**src/rtl/word_assembler.sv**
```systemverilog
// Packs NUM_WORDS byte-enabled input words into one output line and holds the
// completed line until the consumer takes it (valid/ready on both sides).
module word_assembler #(
  parameter int WORD_W         = 32,
  parameter int NUM_WORDS      = 4,
  parameter bit CLEAR_ON_START = 1'b0,
  localparam int BE_W          = WORD_W / 8,
  localparam int IDX_W         = (NUM_WORDS > 2) ? $clog2(NUM_WORDS) : 1
) (
  input  logic                        CLK,
  input  logic                        RESET_N,
  input  logic                        Load,
  output logic                        In_Ready,
  input  logic [BE_W-1:0]             BYTE_EN,
  input  logic [WORD_W-1:0]           D,
  input  logic                        Flush,
  output logic [WORD_W*NUM_WORDS-1:0] Data_Out,
  output logic [IDX_W-1:0]            Word_Idx,
  output logic                        Line_Valid,
  input  logic                        Line_Ready
);

  typedef enum logic {FILL = 1'b0, FULL = 1'b1} state_e;

  localparam logic [IDX_W-1:0] LAST_IDX = IDX_W'(NUM_WORDS - 1);

  state_e                      state_q, state_d;
  logic [WORD_W*NUM_WORDS-1:0] data_q, data_d;
  logic [IDX_W-1:0]            idx_q, idx_d;
  logic                        accept;

  assign Line_Valid = (state_q == FULL);
  assign In_Ready   = !Line_Valid || Line_Ready;
  assign accept     = Load && In_Ready;
  assign Data_Out   = data_q;
  assign Word_Idx   = idx_q;

  always_comb begin
    // NOTE: every variable gets its hold value first, so no path leaves one
    // unassigned and no latch is inferred.
    state_d = state_q;
    data_d  = data_q;
    idx_d   = idx_q;

    if (state_q == FULL && Line_Ready) state_d = FILL;

    // Flush only abandons a partial line; a completed line is never dropped.
    if (Flush && state_q == FILL) begin
      idx_d = '0;
    end else if (accept) begin
      for (int k = 0; k < NUM_WORDS; k++) begin
        if (CLEAR_ON_START && idx_q == '0 && k != 0) data_d[k*WORD_W +: WORD_W] = '0;
        for (int b = 0; b < BE_W; b++) begin
          if (k == int'(idx_q) && BYTE_EN[b]) data_d[k*WORD_W + 8*b +: 8] = D[8*b +: 8];
        end
      end
      if (idx_q == LAST_IDX) begin
        idx_d   = '0;
        state_d = FULL;
      end else begin
        idx_d = idx_q + IDX_W'(1);
      end
    end
  end

  // NOTE: state registers use non-blocking assignments so every flop samples
  // its pre-edge inputs regardless of statement order.
  always_ff @(posedge CLK) begin
    if (!RESET_N) begin
      state_q <= FILL;
      data_q  <= '0;
      idx_q   <= '0;
    end else begin
      state_q <= state_d;
      data_q  <= data_d;
      idx_q   <= idx_d;
    end
  end

endmodule

```
**config.mk**
```make
export PLATFORM = sky130hd
export DESIGN_NAME = word_assembler
export DESIGN_NICKNAME = d
export VERILOG_FILES = /design/src/rtl/word_assembler.sv
export SDC_FILE = /design/constraint.sdc
export NUM_CORES = 1
export LEC_CHECK = 0
export CAP_MARGIN = 20
export CORE_ASPECT_RATIO = 1.25
export CORE_MARGIN = 2
export CORE_UTILIZATION = 50
export DETAILED_ROUTE_END_ITERATION = 8
export DONT_BUFFER_PORTS = 1
export GPL_TIMING_DRIVEN = 0
export PLACE_DENSITY = 0.79
export SKIP_LAST_GASP = 1
export SLEW_MARGIN = 20
export SYNTH_ARGS = -nofsm -noshare
export SYNTH_HDL_FRONTEND = slang
export SYNTH_SLANG_ARGS = --single-unit
```
**constraint.sdc**
```tcl
create_clock -name CLK -period 1.5 [get_ports CLK]
set_clock_uncertainty 0.15 [all_clocks]
set_input_delay 0.15 -clock CLK [delete_from_list [all_inputs] [get_ports CLK]]
set_output_delay 0.15 -clock CLK [all_outputs]
set_load 0.01 [all_outputs]
```
* Word level (Yosys, flattened, before mapping) *
Cells that the tools add are included.
W data, S select, Z words.

cells by class
  mux-type cells = 5
  bitwise logic cells = 3
  reductions and logical operators = 39
  add/subtract/negate cells = 1
  equal/unequal tests = 4

operators by type and width
  kind                   number
  $reduce_and A3 Y1      16
  $logic_and A1 B1 Y1    19
  $eq A2 B2 Y1 const A   2
  $mux W1                4
  $not A1 Y1             3
  $add A2 B1 Y2 const B  1
  $eq A1 B2 Y1 const A   1
  $eq A2 B2 Y1 const B   1
  $logic_not A2 Y1       1
  $mux W2                1
  $reduce_or A2 Y1       1
  $logic_not A1 Y1       1
  $logic_or A1 B1 Y1     1

storage, ports and cells
  logic and storage cells = 70
  register bits = 131
  input bits = 41
  output and inout bits = 132

* Longest topological paths before layout *
  depth after elaboration = 5
  depth in mapped cells = 5
  depth with buffers taken out = 5

* Least setup slack after synthesis *
No wires, ideal clock.

  path type = reg2reg
  from = register state_q, in the netlist Line_Valid
  to = register data_q[104], in the netlist Data_Out[104]
  data arrival time = 1.380 ns
  stages on the path, launching flop included = 6
  path buffers = 2
  clock period less this slack = 1.602 ns
  library setup time = 0.072 ns
  data required time = 1.278 ns
  setup slack = -0.102 ns
  path through = dfxtp_1 nor2b_4 buf_12 buf_12 nor3_4 mux2i_1

between the ends
  word-level cells in the longest chain between the ends = 4
  elaborated cells between the ends (all ways) = 7
  those cells by class = bitwise: 2; reduce/logical: 5

ends and longest elaborated chain
  element                                                           line    source
  from (decl)                                                       27      state_e state_q, state_d;
  from (signal assigned)                                            74      state_q <= state_d;
  $logic_not A1 Y1 / $not A1 Y1 (equally long branches)             33, 48
  $logic_or A1 B1 Y1 / $logic_and A1 B1 Y1 (equally long branches)  33, 48
  $logic_and A1 B1 Y1 / $not A1 Y1 (equally long branches)          -
  $reduce_and A3 Y1 (no source line) *                              -
  to (signal assigned)                                              75      data_q <= data_d;
  to (decl)                                                         28      logic [WORD_W*NUM_WORDS-1:0] data_q, data_d;

Every way passes the cells marked *; elsewhere a longest branch is shown, timed or not.
A chain may end at the register's enable or synchronous reset.

* Worst setup path after layout *
  from = register idx_q[0], in the netlist Word_Idx[0]
  to = register data_q[6], in the netlist Data_Out[6]

between the ends
  word-level cells in the longest chain between the ends = 3

ends and longest elaborated chain
  element                             line  source
  from (decl)                         29    logic [IDX_W-1:0] idx_q, idx_d;
  from (signal assigned)              76    idx_q <= idx_d;
  $logic_not A2 Y1                    54    if (k == int'(idx_q) && BYTE_EN[b]) data_d[k*WORD_W + 8*b +: 8] = D[8*b +: 8];
  $logic_and A1 B1 Y1                 54
  $reduce_and A3 Y1 (no source line)  -

No other way between the ends.

==> metrics.cfg <==
[clock_tree]
cts_buffer_depth=2
numCtsBuffers=17
clockRootBuffer=clkbuf_16
cts.sinks=131
cts_tree=built
clk_latency_ns=0.41
clk_pin_slew_worst_paths_ns=0.06
h-tree-depth=4

[global_route]
grt_pass1_wl_um=24200
grt_max_degree=17
grt.overflow.total=0
grt_pass1_vias=4352
antenna_found_initial=0
track_usage_pct=29.7

[flow_run]
maxCapViolCount=0

[timing]
worst_hold_slack_ns=-0.0110
fin_setup_tns_ns=-9.38
min_period_over_period_pct=112
max_freq_mhz=598
finalSetupViolCount=129
hold_viol_final=3
min_period_ns=1.67
maxSlewHeadroom_pct=46.1
rsz0062_at_grt=true
worst_pin_slew_ns=0.808
finalMaxSlewViolations=0
setup_slack_ns=-0.173

[worst_setup_path]
reg2reg_setup_slack_ns=-0.17
path_class=flop to flop
cp.arrival_ns=1.85
r2r-end=Data_Out[6]
r2r-start=Word_Idx[0]
reg2reg_depth=7
path_max_fanout=8
critPathCaptureType=flop
critPathLaunchType=flop
worst_ep_required_time_ns=1.68

[synthesis]
ys_ff_latch=131
syn_avg_cell_area_um2=10.4
muxShareOfSynthArea_pct=25.0
synth.distinct_cells=19
synth_simple_gate_area_share_pct=19.3
synth_area_um2=5120
synthCells=494
yosysWarnings=0
synth-compound-area-share_pct=0.489
ys_seq_area_share_pct=51.2
synth_fp_nets=539
synth-xor-area-share_pct=0
synth_top_family_by_area=multiplexers
synth_fa_ha_area_share_pct=0.977

[die]
core_area_um2=10100
ios=173
dieArea_um2=11100
core.rowCount=41
die_w_um=94.5
initial_core_util_pct=50.9
die_h_um=117

[pwr]
p_comb_share_pct=6.7
p_sw_mw=1.91
pwr-share-clk_pct=47.9
pwr-share-seq_pct=45.4
switching_share_pct=24.3
vdd_drop_max_v=0.000754
internal_power_mw=5.95
leakage_nw=2.35
powerDensity_nw_per_um2=1130

[placed_design]
hpwl_um=9780
dp.cells=623
place.gp.congestion=0.859
io_buffers=0

[final_layout]
fin_cells=723
drive_gt1_share_pct=20.0
finalNetCount=627
antennaDiodeCount=0
area_growth_pct=35.8

[route]
drtIter0Drc=244
routed_wl_um=17200
drtAntennaViolNets=0
dr.pass1.iters=4
viasPerCell=5.73
drc=0
routedWlPerCell_um=23.8
dr_total_vias=4140

[outcome]
violations=negative hold slack, negative setup slack
status=complete, but fails checks

[hold_path]
hold_depth=4
whs_endpoint=Line_Valid
hold_class=input port to flop
min_from=Line_Ready

[worst max-delay path, cell delays in order, from the launching register on]
cell	delay (ns)
dfxtp_4	0.40
inv_4	0.09
ha_4	0.17
buf_6	0.12
nand3_4	0.06
nor3_4	0.19
buf_12	0.18
mux2i_1	0.22
[power groups by stage]
stage	logic [mW]	clock network [mW]	registers (mW)
2_1_floorplan	0.236	0	3.63
3_3_place_gp	0.317	0	3.64
3_5_place_dp	0.328	0	3.64
4_1_cts	0.463	3.73	3.57
5_1_grt	0.550	3.92	3.57
6_report	0.526	3.77	3.57
[logic make-up after synthesis]
family	after synthesis
AND/OR/NAND/NOR	198
flip-flops	131
multiplexers	128
buffers and inverters	28
AO/OA/AOI/OAI	5
adder cells (fa/ha/maj)	4
[Yosys cell counts, drive strengths merged]
library cell	instances	area [µm²]
or4	1	7.51
buf	7	73.8
inv	4	15.0
nor2b	2	27.5
nand3	17	85.1
a21oi	3	15.0
nand2b	1	6.26
o21ai	2	10.0
clkbuf	17	63.8
dfxtp	131	2620
mux2i	128	1280
ha	4	50.1
nor3	16	260
nor2	1	3.75
nand2	160	601
[how the worst max path moves through the flow]
| stage | startpoint | endpoint | slack (ns) | cells past startpoint |
|---|---|---|---|---|
| floorplan | Word_Idx[1] | Data_Out[100] | 0.003 | 4 |
| global placement | Load | Data_Out[113] | -0.23 | 5 |
| detailed placement | Word_Idx[0] | Data_Out[6] | -0.32 | 5 |
| CTS | Word_Idx[1] | Data_Out[6] | -0.13 | 7 |
| global route | Word_Idx[0] | Data_Out[79] | -0.23 | 6 |
| finish | Word_Idx[0] | Data_Out[6] | -0.17 | 7 |
[per-stage QoR]
stage | util (%) | worst slack (ns) | cell area (µm²) | total power [mW] | hold WS [ns]
after floorplan | - | 0.00309 | 5220 | 3.87 | 0.208
after global placement | 53.5 | -0.229 | 5380 | 3.96 | 0.227
after detailed placement | 53.5 | -0.322 | 5380 | 3.97 | 0.243
after CTS | 67.2 | -0.133 | 6760 | 7.76 | 0.00773
after global routing | 69.2 | -0.226 | 6960 | 8.04 | 0.00330
final | 69.2 | -0.173 | 6960 | 7.86 | -0.0110
[cell usage in the layout (no fill, tap or decap), drive strengths merged]
cell type,n
ha,4
clkinv,8
or4,1
dfxtp,131
nor2b,2
clkbuf,38
a21oi,3
nor2,1
nand3,17
nand2,160
mux2i,128
bufbuf,1
nor3,16
o21ai,2
buf,35
inv,4
nand2b,1
clkinvlp,2
dlygate4sd3,40
[area by class of cell]
cell class	instances	area (µm²)
sequential	131	2630
tap	129	161
multi-input combinational	335	2600
fill	710	3100
timing repair buffer	70	872
buffer	23	136
clock buffer	21	472
clock inverter	10	58.8
inverter	4	20.0
[layer usage]
layer  GRT usage (%)  up-vias  part of all wire, %
li1                -     1840                    -
met5               0        -                    0
met1            31.2     2027                   35
met3            10.4       59                  8.0
met2            52.4      214                   53
met4            15.5        0                  4.0
[registers in the layout, indices dropped and copies added, names as in the netlist]
name        flops
Data_Out      128
Word_Idx        2
Line_Valid      1
[timing repair]
action | in CTS | in global routing
endpoints found under the setup margin | 129 | 130
hold buffers | 37 | 3
gates resized for setup | 12 | 32
hold endpoints to repair | 131 | 19
pin swaps | 17 | 8
gates cloned | 2 | 0
setup buffers | 26 | 2
No activity file was read; power rests on OpenSTA's default activity.
